[config.mk]
export PLATFORM = sky130hd
export DESIGN_NAME = xif_mem_responder
export DESIGN_NICKNAME = d
export VERILOG_FILES = /design/src/rtl/xif_mem_responder.sv
export SDC_FILE = /design/constraint.sdc
export NUM_CORES = 1
export LEC_CHECK = 0
export BUFFER_PORTS_ARGS = -buffer_cell sky130_fd_sc_hd__buf_2
export CAP_MARGIN = 5
export CORE_ASPECT_RATIO = 0.75
export CORE_MARGIN = 3
export CORE_UTILIZATION = 23
export DETAILED_ROUTE_END_ITERATION = 7
export GPL_TIMING_DRIVEN = 0
export PLACE_DENSITY = 0.52
export SETUP_SLACK_MARGIN = 0.05
export SLEW_MARGIN = 20
export SYNTH_ARGS = -nofsm -noshare
export SYNTH_HDL_FRONTEND = slang
export SYNTH_SLANG_ARGS = --single-unit
export TNS_END_PERCENT = 30
[constraint.sdc]
create_clock -name ck -period 2.59 [get_ports ck]
set_clock_uncertainty 0.1 [all_clocks]
set_input_delay 0.518 -clock ck [delete_from_list [all_inputs] [get_ports ck]]
set_output_delay 0.518 -clock ck [all_outputs]
set_load 0.01 [all_outputs]
[src/rtl/xif_mem_responder.sv]
// xif_mem_responder
//   Core-side responder for the CORE-V-XIF memory request/response and memory
//   result interfaces. Accepts one coprocessor load/store at a time, checks
//   alignment (and optionally a physical region), holds speculative stores
//   until commit, performs the access on an OBI-style data bus and returns a
//   single-cycle mem_result pulse.
//
//   Optional build macro: XIF_MEM_PMA_EN -- when defined, addresses outside
//   [PMA_BASE, PMA_BASE+PMA_SIZE) raise an access-fault exception at accept.
//
// Ports
//   ck, rst                 clock (rising edge), async active-low reset
//   mem_valid/mem_ready     request handshake
//   mem_req_*               request id, address, we, size, be, wdata, spec
//   mem_resp_exc/exccode    combinational exception response during accept
//   commit_valid/id/kill    commit strobe for held speculative stores
//   mem_result_*            result pulse with id, load data and bus error
//   data_*                  OBI-style bus (req/gnt, rvalid/rdata/err)
module xif_mem_responder #(
  parameter int unsigned         X_ID_WIDTH = 4,
  parameter int unsigned         XLEN       = 32,
  parameter logic [XLEN-1:0]     PMA_BASE   = 32'h0000_0000,
  parameter logic [XLEN-1:0]     PMA_SIZE   = 32'h0001_0000
) (
  input  logic                  ck,
  input  logic                  rst,
  input  logic                  mem_valid,
  output logic                  mem_ready,
  input  logic [X_ID_WIDTH-1:0] mem_req_id,
  input  logic [XLEN-1:0]       mem_req_addr,
  input  logic                  mem_req_we,
  input  logic [2:0]            mem_req_size,
  input  logic [3:0]            mem_req_be,
  input  logic [XLEN-1:0]       mem_req_wdata,
  input  logic                  mem_req_spec,
  output logic                  mem_resp_exc,
  output logic [5:0]            mem_resp_exccode,
  input  logic                  commit_valid,
  input  logic [X_ID_WIDTH-1:0] commit_id,
  input  logic                  commit_kill,
  output logic                  mem_result_valid,
  output logic [X_ID_WIDTH-1:0] mem_result_id,
  output logic [XLEN-1:0]       mem_result_rdata,
  output logic                  mem_result_err,
  output logic                  data_req,
  input  logic                  data_gnt,
  output logic [XLEN-1:0]       data_addr,
  output logic                  data_we,
  output logic [3:0]            data_be,
  output logic [XLEN-1:0]       data_wdata,
  input  logic                  data_rvalid,
  input  logic [XLEN-1:0]       data_rdata,
  input  logic                  data_err
);

  typedef enum logic [2:0] {
    IDLE,
    WAIT_COMMIT,
    BUS_REQ,
    BUS_WAIT,
    RESULT
  } state_t;

  state_t state, state_nxt;

  logic [X_ID_WIDTH-1:0] id_q;
  logic [XLEN-1:0]       addr_q;
  logic [XLEN-1:0]       wdata_q;
  logic [XLEN-1:0]       rdata_q;
  logic                  we_q;
  logic [3:0]            be_q;
  logic [1:0]            size_q;
  logic                  err_q;

  logic                  accept;
  logic                  exc_hit;
  logic [5:0]            exc_code;
  logic                  misaligned;
  logic [3:0]            lane_be;
  logic [XLEN-1:0]       rdata_shift;
  logic [XLEN-1:0]       rdata_mask;

  // Ready is qualified by rst so every output reads 0 while reset is held.
  assign mem_ready = (state == IDLE) && rst;
  assign accept    = mem_valid && mem_ready;

  assign misaligned = ((mem_req_size == 3'd1) && mem_req_addr[0]) ||
                      ((mem_req_size == 3'd2) && (mem_req_addr[1:0] != 2'b00));

  always_comb begin
    exc_hit  = 1'b0;
    exc_code = '0;
    if (mem_req_size > 3'd2) begin
      exc_hit  = 1'b1;
      exc_code = 6'd2;
    end else if (misaligned) begin
      exc_hit  = 1'b1;
      exc_code = mem_req_we ? 6'd6 : 6'd4;
    end
`ifdef XIF_MEM_PMA_EN
    // Offset compare wraps for addresses below PMA_BASE, so one test covers both bounds.
    else if ((mem_req_addr - PMA_BASE) >= PMA_SIZE) begin
      exc_hit  = 1'b1;
      exc_code = mem_req_we ? 6'd7 : 6'd5;
    end
`endif
  end

  assign mem_resp_exc     = accept && exc_hit;
  assign mem_resp_exccode = (accept && exc_hit) ? exc_code : '0;

  always_comb begin
    lane_be = 4'b1111;
    case (mem_req_size[1:0])
      2'd0:    lane_be = 4'b0001 << mem_req_addr[1:0];
      2'd1:    lane_be = 4'b0011 << mem_req_addr[1:0];
      default: lane_be = 4'b1111;
    endcase
  end

  assign rdata_shift = data_rdata >> {addr_q[1:0], 3'b000};

  always_comb begin
    rdata_mask = '1;
    case (size_q)
      2'd0:    rdata_mask = {{(XLEN-8){1'b0}}, 8'hFF};
      2'd1:    rdata_mask = {{(XLEN-16){1'b0}}, 16'hFFFF};
      default: rdata_mask = '1;
    endcase
  end

  always_comb begin
    state_nxt = state;
    case (state)
      IDLE: begin
        if (accept && !exc_hit)
          state_nxt = (mem_req_we && mem_req_spec) ? WAIT_COMMIT : BUS_REQ;
      end
      WAIT_COMMIT: begin
        if (commit_valid && (commit_id == id_q))
          state_nxt = commit_kill ? IDLE : BUS_REQ;
      end
      BUS_REQ:  if (data_gnt) state_nxt = BUS_WAIT;
      BUS_WAIT: if (data_rvalid) state_nxt = RESULT;
      RESULT:   state_nxt = IDLE;
      default:  state_nxt = IDLE;
    endcase
  end

  always_ff @(posedge ck or negedge rst) begin
    if (!rst) state <= IDLE;
    else      state <= state_nxt;
  end

  always_ff @(posedge ck or negedge rst) begin
    if (!rst) begin
      id_q    <= '0;
      addr_q  <= '0;
      wdata_q <= '0;
      rdata_q <= '0;
      we_q    <= 1'b0;
      be_q    <= '0;
      size_q  <= '0;
      err_q   <= 1'b0;
    end else begin
      if (accept && !exc_hit) begin
        id_q    <= mem_req_id;
        addr_q  <= mem_req_addr;
        wdata_q <= mem_req_wdata;
        we_q    <= mem_req_we;
        be_q    <= lane_be & mem_req_be;
        size_q  <= mem_req_size[1:0];
        rdata_q <= '0;
        err_q   <= 1'b0;
      end
      if ((state == BUS_WAIT) && data_rvalid) begin
        rdata_q <= we_q ? '0 : (rdata_shift & rdata_mask);
        err_q   <= data_err;
      end
    end
  end

  assign data_req         = (state == BUS_REQ);
  assign data_addr        = {addr_q[XLEN-1:2], 2'b00};
  assign data_we          = we_q;
  assign data_be          = be_q;
  assign data_wdata       = wdata_q;

  assign mem_result_valid = (state == RESULT);
  assign mem_result_id    = id_q;
  assign mem_result_rdata = rdata_q;
  assign mem_result_err   = err_q;

endmodule

==> flow_metrics.env <==
export IMPL_grt_max_degree=48
export IMPL_syn_avg_cell_area_sq_um=12.8
export IMPL_die_x_microns=177
export IMPL_setup_tns_final_ns=0
export IMPL_drtAntennaViolNets=0
export IMPL_cts_tree="done"
export IMPL_htree_levels=3
export IMPL_die_area_sq_um=23900
export IMPL_cp_start_kind="flop"
export IMPL_ys_async_sr_fraction=1.00
export IMPL_yosysSeqAreaShare=0.548
export IMPL_cts_root_buf="clkbuf_16"
export IMPL_status="completed"
export IMPL_grt_pass1_wl_mm=23.0
export IMPL_critPathMaxFanout=10
export IMPL_drt_iter0_drc=153
export IMPL_setup_viol=0
export IMPL_cts_num_sinks=111
export IMPL_cp_end_kind="flop"
export IMPL_grt_pass1_vias=3959
export IMPL_synth_seq_cells=111
export IMPL_clock_latency_ns=0.35
export IMPL_syn_area_sq_um=5070
export IMPL_num_vias=3895
export IMPL_finalHoldViolCount=0
export IMPL_power_uw=7360
export IMPL_antenna_found_initial=0
export IMPL_ios=237
export IMPL_grt_setup_unrepaired="no"
export IMPL_numCtsBuffers=9
export IMPL_initial_core_util=0.237
export IMPL_reg2reg_depth=6
export IMPL_area_growth_pct=38.3
export IMPL_core_sq_um=21400
export IMPL_synth_main_ff_cell="dfrtp_1"
export IMPL_synthCells=396
export IMPL_hp_class="in -> async"
export IMPL_critical_path_required_ns=2.72
export IMPL_finalCritPeriodShare=0.891
export IMPL_viasPerCell=4.16
export IMPL_synth_edf_count=0
export IMPL_yosysWarnings=0
export IMPL_worstMarginPinSlew_ns=0.509
export IMPL_finalNetCount=766
export IMPL_synth_area_top_cells="dfrtp_1, mux2_2, a22o_1"
export IMPL_power_density_nw_per_um2=1050
export IMPL_ctsLongestPathBuffers=2
export IMPL_clk_pin_slew_ns=0.08
export IMPL_arrival_ns=2.44
export IMPL_slew_limit_headroom=0.661
export IMPL_gp_congestion=0.746
export IMPL_p_leak_uw=0.00358
export IMPL_postRouteWirelength_mm=15.0
export IMPL_ir_worst_vdd_uv=377
export IMPL_drive_gt1_frac=0.593
export IMPL_slew_viol_final=0
export IMPL_rows=46
export IMPL_die_h_microns=135
export IMPL_grt_usage=0.125
export IMPL_diodes=0
export IMPL_drc_errors=0
export IMPL_crit_type="reg -> reg"
export IMPL_drt_wirelength_per_cell_microns=16.0
export IMPL_synthDistinctLibCells=34
export IMPL_cap_violations=0
export IMPL_hpwl_mm=11.3
export IMPL_final_cell_mix="buf_2, dfrtp_1, mux2_2"
export IMPL_period_minus_slack_ns=2.31
export IMPL_grt_overflow_total=0
export IMPL_io_buffers=229
export IMPL_dr_pass1_iters=4
export IMPL_synth_top_cell_area_share=0.548
export IMPL_layout_commonest_cell="buf_2"
export IMPL_max_freq_mhz=433
export IMPL_synth_top_area_cell="dfrtp_1"
==> synth_stat cells (all sizes together) (2+ instances only) <==
cell,instances
dfrtp,111
mux2,78
buf,56
a22o,33
nand2,27
o21ai,26
mux2i,16
nor3,5
a21oi,4
clkbuf,4
nor2,4
nor2b,4
xnor2,4
a211oi,3
inv,2
nand3,2
nor3b,2
o21a,2
==> where the power goes <==
group	total, uW	internal [uW]	switching, uW
Combinational	3080	1620	1450
Sequential	2810	2450	362
Clock	1470	803	670
Total	7360	4870	2480
==> logic make-up (layout without fill, tap and decap cells) <==
| kind of cell | Yosys count | after routing | synth area share |
|---|---|---|---|
| AOI/OAI and AO/OA | 73 | 73 | 0.104 |
| xor gates and xnor gates | 4 | 4 | 0.00691 |
| buffers and inverters | 62 | 310 | 0.0826 |
| DFF | 111 | 111 | 0.548 |
| muxes | 94 | 94 | 0.205 |
| other | 1 | 6 | 0.000739 |
| and+or+nand+nor | 51 | 51 | 0.0533 |
==> registers in the layout, summed over array words and instances (netlist names) <==
name              flops
size_q                2
addr_q               32
data_we               1
mem_result_id         4
data_be               4
data_wdata           32
mem_result_rdata     32
mem_result_err        1
state                 3
==> stage by stage <==
step           instance area (sq um)   util  setup WS [ns]  hold WS [ns]  std cells
3_5_place_dp                    6630  0.310         -0.373         0.365        919
4_1_cts                         7010  0.328          0.252       0.00480        937
5_1_grt                         7010  0.328          0.145        0.0106        937
6_report                        7010  0.328          0.282       0.00902        937
2_1_floorplan                   5090      -          0.511         0.122        401
3_3_place_gp                    6600  0.308          -1.87         0.360        918
==> timing repair <==
action,4_1_cts,5_1_grt
setup endpoints to repair,33,0
setup buffers,1,0
gates resized for setup,2,0
hold buffers,1,0
endpoints found under the hold margin,47,0
==> final cells by class <==
class,count,area (sq um)
Timing Repair Buffer,233,1260
Clock inverter,4,53.8
Fill cell,2234,14400
Inverter,2,7.51
Tap cell,288,360
Multi-Input combinational cell,228,1890
Buffer,60,412
Clock buffer,11,253
Sequential cell,111,2780
==> layer usage <==
metal  up-vias  routed length, microns  global-route usage
met5         -                       0                   0
met4         0                     189              0.0305
met3        12                    1180              0.0396
met2       151                    6560               0.188
met1      1866                    7030               0.176
li1       1866                       -                   -
==> final timing paths <==
check	startpoint	to	slack (ns)
setup / recovery	addr_q[0]	mem_result_rdata[3]	0.28
hold / removal	rst	mem_result_rdata[19]	0.009
setup reg to reg	addr_q[0]	mem_result_rdata[3]	0.28
hold reg to reg	data_be[1]	data_be[1]	0.38
max in group asynchronous	rst	data_wdata[27]	2.07
min in group ck	mem_req_addr[31]	addr_q[31]	0.29
==> critical path: stages (launching register included) <==
cell and delay (ns):
dfrtp_1 0.34, buf_2 0.27, buf_2 0.37, buf_2 0.40, mux2i_1 0.34, o21ai_0 0.16
a22o_1 0.22
(Power assumes the default switching activity.)
